===== src/rtl/adder_arbiter.sv =====
// adder_arbiter: round-robin arbiter that shares one WIDTH-bit adder between
// N_REQ requesters. Stage S1 registers the winning operand pair and its index.
// Stage S2 registers the sum and carry and presents them on the tagged response
// port.
//
// Handshake semantics, identical on both sides:
//   A transfer happens on a rising clock edge where valid && ready are both
//   high. The producer may drop valid at any time. Requesters do not have to
//   hold req_valid. rsp_* are held stable while rsp_valid && !rsp_ready.
//   req_ready is one-hot or all-zero. It is only ever high for a requester
//   whose req_valid is high.
module adder_arbiter #(
  parameter  int N_REQ = 4,
  parameter  int WIDTH = 8,
  localparam int ID_W  = $clog2(N_REQ)
) (
  input  logic                   clk,
  input  logic                   rst_n,
  input  logic [N_REQ-1:0]       req_valid,
  input  logic [N_REQ*WIDTH-1:0] req_a,
  input  logic [N_REQ*WIDTH-1:0] req_b,
  output logic [N_REQ-1:0]       req_ready,
  output logic                   rsp_valid,
  input  logic                   rsp_ready,
  output logic [ID_W-1:0]        rsp_id,
  output logic [WIDTH-1:0]       rsp_sum,
  output logic                   rsp_carry,
  output logic                   busy
);

  // Unpacked operand views, so that the winner can be selected by index.
  logic [WIDTH-1:0] a_arr [N_REQ];
  logic [WIDTH-1:0] b_arr [N_REQ];

  for (genvar gi = 0; gi < N_REQ; gi++) begin : g_unpack
    assign a_arr[gi] = req_a[gi*WIDTH +: WIDTH];
    assign b_arr[gi] = req_b[gi*WIDTH +: WIDTH];
  end

  // Round-robin pointer.
  logic [ID_W-1:0]  ptr_q, ptr_d;

  // S1: operand register.
  logic [WIDTH-1:0] a_q, a_d;
  logic [WIDTH-1:0] b_q, b_d;
  logic [ID_W-1:0]  id_q, id_d;
  logic             s1_valid_q, s1_valid_d;

  // S2: result register, which drives the response port directly.
  logic [WIDTH-1:0] sum_q, sum_d;
  logic             carry_q, carry_d;
  logic [ID_W-1:0]  rsp_id_q, rsp_id_d;
  logic             rsp_valid_q, rsp_valid_d;

  logic             s2_free;
  logic             s1_free;
  logic [N_REQ-1:0] grant;
  logic             grant_any;
  logic [ID_W-1:0]  grant_id;
  logic [WIDTH:0]   sum_full;

  assign s2_free = !rsp_valid_q || rsp_ready;
  assign s1_free = !s1_valid_q || s2_free;

  // Round-robin search: scan upward from ptr with wrap, and take the first
  // valid requester. The search is only allowed when S1 can accept data.
  always_comb begin
    int idx_i;
    logic [ID_W-1:0] idx;
    grant     = '0;
    grant_any = 1'b0;
    grant_id  = '0;
    idx_i     = 0;
    idx       = '0;
    for (int k = 0; k < N_REQ; k++) begin
      idx_i = (int'(ptr_q) + k) % N_REQ;
      idx   = ID_W'(idx_i);
      if (!grant_any && req_valid[idx]) begin
        grant_any   = 1'b1;
        grant[idx]  = 1'b1;
        grant_id    = idx;
      end
    end
    if (!s1_free) begin
      grant     = '0;
      grant_any = 1'b0;
      grant_id  = '0;
    end
  end

  // Grant is masked during reset. Otherwise the empty pipeline would make it
  // look as if requests were being accepted.
  assign req_ready = rst_n ? grant : '0;

  // The adder is computed one bit wider, so that the top bit is the carry out.
  assign sum_full = {1'b0, a_q} + {1'b0, b_q};

  // Next-state logic for the pointer and both pipeline stages.
  always_comb begin
    ptr_d       = ptr_q;
    a_d         = a_q;
    b_d         = b_q;
    id_d        = id_q;
    s1_valid_d  = s1_valid_q;
    sum_d       = sum_q;
    carry_d     = carry_q;
    rsp_id_d    = rsp_id_q;
    rsp_valid_d = rsp_valid_q;

    // The pointer moves just past the winner, so that the winner becomes the
    // lowest priority on the next search.
    if (grant_any) begin
      ptr_d = ID_W'((int'(grant_id) + 1) % N_REQ);
    end

    // S1 refills on a grant. It empties when it is free and nobody wins.
    if (s1_free) begin
      if (grant_any) begin
        a_d        = a_arr[grant_id];
        b_d        = b_arr[grant_id];
        id_d       = grant_id;
        s1_valid_d = 1'b1;
      end else begin
        s1_valid_d = 1'b0;
      end
    end

    // S2 takes S1's result whenever it is free. It holds while the consumer
    // stalls.
    if (s2_free) begin
      if (s1_valid_q) begin
        sum_d       = sum_full[WIDTH-1:0];
        carry_d     = sum_full[WIDTH];
        rsp_id_d    = id_q;
        rsp_valid_d = 1'b1;
      end else begin
        rsp_valid_d = 1'b0;
      end
    end
  end

  // State registers. The asynchronous reset discards any in-flight operations.
  always_ff @(posedge clk or negedge rst_n) begin
    if (!rst_n) begin
      ptr_q       <= '0;
      a_q         <= '0;
      b_q         <= '0;
      id_q        <= '0;
      s1_valid_q  <= 1'b0;
      sum_q       <= '0;
      carry_q     <= 1'b0;
      rsp_id_q    <= '0;
      rsp_valid_q <= 1'b0;
    end else begin
      ptr_q       <= ptr_d;
      a_q         <= a_d;
      b_q         <= b_d;
      id_q        <= id_d;
      s1_valid_q  <= s1_valid_d;
      sum_q       <= sum_d;
      carry_q     <= carry_d;
      rsp_id_q    <= rsp_id_d;
      rsp_valid_q <= rsp_valid_d;
    end
  end

  assign rsp_valid = rsp_valid_q;
  assign rsp_sum   = sum_q;
  assign rsp_carry = carry_q;
  assign rsp_id    = rsp_id_q;
  assign busy      = s1_valid_q || rsp_valid_q;

endmodule


===== config.mk =====
export PLATFORM = sky130hd
export DESIGN_NAME = adder_arbiter
export DESIGN_NICKNAME = d
export VERILOG_FILES = /design/src/rtl/adder_arbiter.sv
export SDC_FILE = /design/constraint.sdc
export NUM_CORES = 1
export LEC_CHECK = 0
export CAP_MARGIN = 20
export CELL_PAD_IN_SITES_DETAIL_PLACEMENT = 1
export CELL_PAD_IN_SITES_GLOBAL_PLACEMENT = 1
export CORE_UTILIZATION = 33
export CTS_CLUSTER_DIAMETER = 120
export DETAILED_ROUTE_END_ITERATION = 8
export GPL_TIMING_DRIVEN = 1
export PLACE_DENSITY_LB_ADDON = 0.15
export SLEW_MARGIN = 10
export SYNTH_ARGS = -nofsm -noshare
export SYNTH_HDL_FRONTEND = slang
export SYNTH_SLANG_ARGS = --single-unit

===== constraint.sdc =====
create_clock -name clk -period 3.6 [get_ports clk]
set_clock_uncertainty 0.15 [all_clocks]
set_input_delay 0.72 -clock clk [delete_from_list [all_inputs] [get_ports clk]]
set_output_delay 0.72 -clock clk [all_outputs]
set_load 0.005 [all_outputs]

== Word level (Yosys, flattened, before mapping) ==
Index checks and enable logic that the tools add are counted.

* Flip-flop bits (word level): 33
* Word-level logic and storage cells: 84
* Input port bits: 71

* $lt $le $gt $ge: 9
* $add $sub $neg: 5
* Muxes and demuxes: 40
* Bitwise gates (word level): 4
* Reductions and logical operators: 17

{| class="wikitable"
|+ Operators with widths
! kind !! count
|-
| $bmux 8 s2 || 2
|-
| $mux 8 || 4
|-
| $mux 4 || 6
|-
| $mux 1 || 15
|-
| $lt 2x3->1 const B || 4
|-
| $or 4x4->4 || 3
|-
| $mux 2 || 5
|-
| $add 8x8->9 || 1
|-
| $bmux 1 s2 || 4
|-
| $demux 1 s2 || 4
|-
| $ge 2x1->1 const B || 4
|-
| $logic_and 1x1->1 || 7
|-
| $logic_not 1->1 || 5
|-
| $add 2x1->2 const B || 2
|-
| $add 2x2->2 const B || 2
|-
| $reduce_and 2->1 || 2
|-
| $ge 3x3->1 const B || 1
|-
| $logic_or 1x1->1 || 3
|-
| $not 2->3 || 1
|}

== Longest topological paths before layout ==
* Depth after elaboration: 17
* Gate-level depth with buffers: 12
* Depth with buffers taken out: 9

== Worst setup path before layout ==
No wires, ideal clock.

* Kind: reg-to-output
* Start point: register ptr_q[1]
* End point: output req_ready[0]
* Required time: 2.730 ns
* Path buffers: 1
* Stages on the path, launching flop included: 9
* Path slack: 0.464 ns
* Arrival time: 2.266 ns
* Cell sequence: dfrtp_1 clkbuf_1 inv_1 ha_1 mux4_2 or3_4 nor2_4 a221oi_1 nor2_1

* Cells in the longest elaborated chain, start to end: 14
* Elaborated cells on any way between the ends: 49
* Classes of those cells: add/sub (3); order compare (8); mux (25); bitwise (3); reduce/logical (10)

{| class="wikitable"
|+ RTL lines
! item !! RTL line !! source
|-
| start, declared || 41 || <nowiki>logic [ID_W-1:0] ptr_q, ptr_d;</nowiki>
|-
| start signal, assigned || 155 || <nowiki>ptr_q <= ptr_d;</nowiki>
|-
| branches (longest 11 deep; another with $lt 2x3->1) || - ||
|-
| $mux 4 * || 78 || <nowiki>if (!grant_any && req_valid[idx]) begin</nowiki>
|-
| $mux 4 * || 84 || <nowiki>if (!s1_free) begin</nowiki>
|-
| $mux 4 * || 93 || <nowiki>assign req_ready = rst_n ? grant : '0;</nowiki>
|-
| end, declared || 22 || <nowiki>output logic [N_REQ-1:0] req_ready,</nowiki>
|}

Every way passes the cells marked *. The select of a mux whose other input is x is not followed.

== Worst setup path after layout ==
* Start point: input req_valid[2]
* End point: output req_ready[2]

* Cells in the longest elaborated chain, start to end: 14
* Elaborated cells on any way between the ends: 26
* Classes of those cells: mux (17); bitwise (3); reduce/logical (6)

{| class="wikitable"
|+ RTL lines
! item !! RTL line !! source
|-
| start, declared || 19 || <nowiki>input logic [N_REQ-1:0] req_valid,</nowiki>
|-
| $bmux 1 s2 || 78 ||
|-
| $mux 1 (not written as such) || 78 ||
|-
| $mux 1 || 78 ||
|-
| $logic_not 1->1 || 78 ||
|-
| $logic_and 1x1->1 || 78 ||
|-
| $mux 1 || 78 ||
|-
| $logic_not 1->1 || 78 ||
|-
| $logic_and 1x1->1 || 78 ||
|-
| $mux 1 || 78 ||
|-
| $logic_not 1->1 || 78 ||
|-
| $logic_and 1x1->1 || 78 ||
|-
| $mux 4 * || 78 ||
|-
| $mux 4 * || 84 ||
|-
| $mux 4 * || 93 ||
|}

Every way passes the cells marked *; elsewhere a longest branch is shown, timed or not. The select of a mux whose other input is x is not followed.

==> results.json <==
{
  "tightest_slew_ns": 0.8338,
  "dpl_cell_area_sq_um": 3432,
  "clock_sinks": 33,
  "slew_headroom": 0.4414,
  "async_flop_share": 1.000,
  "power.internal_mw": 1.930,
  "finalSetupViolCount": 0,
  "synth_ff_type": "dfrtp_1",
  "syn-cell-area_sq_um": 2338,
  "place.port_buffers": 87,
  "ys_ff_latch": 33,
  "crit_arrival_ns": 2.71,
  "clk_latency_ns": 0.28,
  "dieArea_sq_um": 7427,
  "drc_errors": 0,
  "drt_first_iter_violations": 74,
  "design_area_sq_um": 3593,
  "start_util": 0.3423,
  "cpLargestDelayFamily": "buffers and inverters",
  "crit_slowest_cell": "clkdlybuf4s50_1",
  "grt_pass1_wl_um": 11350,
  "cp.required_ns": 2.73,
  "critPathBufInv": 3,
  "grt_max_degree": 34,
  "cp_max_fo": 6,
  "pwr_density_cell_nw_per_um2": 914.0,
  "finalCritPeriodShare": 0.9936,
  "power.total_mw": 3.284,
  "clock.fmax_mhz": 279.6,
  "track_usage": 0.1931,
  "io_pins": 88,
  "core_sq_um": 6832,
  "drv_slew": 0,
  "clkSlewWorstSetupHoldPaths_ns": 0.07,
  "final_common_cell": "clkdlybuf4s50_1",
  "ys_warn_count": 0,
  "ir_drop_mv": 0.2958,
  "fp.dieH_um": 86.18,
  "diodes": 0,
  "hold_viol": 0,
  "syn-num-nets": 316,
  "cts_buffer_depth": 2,
  "syn_inst": 228,
  "swShare": 0.4124,
  "antenna_found_initial": 0,
  "crit_chain": "dlygate4sd2_1 > mux4_2 > buf_4 > nor2b_4 > a22oi_1 > nor2_1 > a221oi_2 > nor2_1 > clkdlybuf4s50_1",
  "crit_top_cell": "nor2_1",
  "p_switching_mw": 1.355,
  "yosysUniqueCellTypes": 39,
  "wirelength_um": 6677,
  "crit_type": "in2out",
  "synth_edf_count": 0,
  "dp_cells": 420,
  "combPwrFrac": 0.682,
  "place_congestion": 0.7789,
  "hp-class": "reg2reg",
  "start_kind": "input port",
  "htree_levels": 2,
  "pwr-share-seq": 0.208,
  "rsz0062_at_grt": "true",
  "p_leak_nw": 1.589,
  "ctsHoldBuffers": 0,
  "hpwlAfterDp_um": 5188,
  "drtPass1Iterations": 4,
  "max_stage_delay_ns": 0.50,
  "worst_setup_path_end_kind": "output port",
  "drive_above_1_share": 0.1731,
  "drtAntennaViolNets": 0,
  "max_cap_viol_count": 0,
  "holdWs_ns": 0.3320,
  "clock-root-buffer": "clkbuf_8",
  "seq_area_frac_synth": 0.3531,
  "final_cell_mix": "79 x clkdlybuf4s50_1, 33 x dfrtp_1, 24 x buf_4",
  "wl_per_cell_um": 15.49,
  "finalNetCount": 422,
  "grt_pass1_vias": 2373,
  "via_count": 2186,
  "die_w_um": 86.18,
  "avgViaCountPerCell": 5.072,
  "grt_overflow": 0,
  "cts_tree": "built",
  "avgSynthCellArea_sq_um": 10.26,
  "p_clk_frac": 0.110,
  "rows": 30,
  "cts_made_buffers": 5,
  "syn2layout_area_growth_pct": 53.67,
  "stdcell_count": 431,
  "min_period_ns": 3.577,
  "status": "finished, final reports clean"
}
cells in the mapped netlist, types with 2 or more instances:
master	count	area, sq um
dfrtp_1	33	825.8
mux2i_1	21	210.2
nand2_1	18	67.56
o21ai_0	18	90.09
ha_1	16	200.2
o22ai_1	13	81.33
a2bb2oi_1	10	87.58
nor2_1	10	37.54
a21oi_1	8	40.04
inv_1	8	30.03
clkbuf_1	7	26.28
mux2_2	7	78.83
xnor2_1	6	52.55
mux4_2	5	112.6
a21o_1	4	30.03
a221oi_1	4	35.03
a22oi_1	4	30.03
buf_2	4	20.02
o221ai_1	4	35.03
nand2b_1	3	18.77
nor3_1	3	15.01
o21bai_1	3	22.52
buf_6	2	22.52
or2_2	2	12.51
logic make-up after synthesis:
logic type,count (synthesis),share of synthesized area
AO/OA/AOI/OAI,73,0.2178
AND/OR/NAND/NOR,44,0.09470
multiplexers,33,0.1718
flip-flops,33,0.3531
buffers and inverters,21,0.04227
adder cells (fa/ha/maj),17,0.09417
XOR/XNOR,7,0.02622
registers in the layout (all words and copies together) (netlist names):
register	count
a_q	8
b_q	8
rsp_sum	8
id_q	2
ptr_q	2
rsp_id	2
rsp_carry	1
rsp_valid	1
s1_valid_q	1
worst paths after layout:
check                                startpoint                  end  slack, ns  cells past startpoint
min                         id_q[1]$_DFFE_PN0P_  id_q[1]$_DFFE_PN0P_       0.33                      2
max in group asynchronous                 rst_n  id_q[0]$_DFFE_PN0P_       2.62                      2
max reg2reg                ptr_q[0]$_DFFE_PN0P_   b_q[5]$_DFFE_PN0P_       0.43                     10
min in group asynchronous                 rst_n   b_q[7]$_DFFE_PN0P_       0.38                      2
min reg2reg                 id_q[1]$_DFFE_PN0P_  id_q[1]$_DFFE_PN0P_       0.33                      2
max                                req_valid[2]         req_ready[2]       0.02                      9
worst register-to-register path, stage by stage, from the launching register on:
cell	delay, ns
dfrtp_1	0.41
buf_6	0.20
mux4_2	0.53
buf_4	0.19
nor2b_4	0.18
buf_4	0.14
nor2_2	0.04
xnor2_2	0.64
mux2i_1	0.30
a2bb2oi_1	0.18
o21ai_0	0.09
power groups by stage:
stage          combinational [mW]  clock [mW]  sequential [mW]
6_report                     2.24       0.362            0.683
5_1_grt                      2.47       0.391            0.711
4_1_cts                      2.21       0.370            0.683
3_5_place_dp                 2.18           0            0.689
3_3_place_gp                 2.13           0            0.682
2_1_floorplan                1.45           0            0.670
per-layer routing:
layer  up-vias  wire length [um]  GRT usage
li1       1065                 -          -
met1      1062              3021     0.2524
met2        55              3382     0.3398
met3         4               248    0.03333
met4         0                25    0.03182
met5         -                 0          0
layout make-up:
type	count	area [sq um]
fillers	769	3238
flip-flops and latches	33	825.8
multi-input cells	174	1450
clock buffers	7	86.33
clock inverters	1	30.03
well taps	96	120.1
repair buffers	112	1049
inverters	8	32.53
stage by stage:
stage | util | setup WS (ns) | setup TNS, ns
global route | 0.5260 | -0.05305 | -0.08888
global placement | 0.5024 | -0.1691 | -0.8290
CTS | 0.5218 | 0.03720 | 0
finish | 0.5260 | 0.02289 | 0
detailed placement | 0.5024 | -0.2358 | -1.555
floorplan | - | 0.4642 | 0
what timing repair did:
item,4_1_cts,5_1_grt
hold endpoints to repair,0,0
setup endpoints to repair,4,2
resized for setup,9,5
pin swaps,2,1
setup buffers,3,0
No activity file was read; power rests on OpenSTA's default activity.
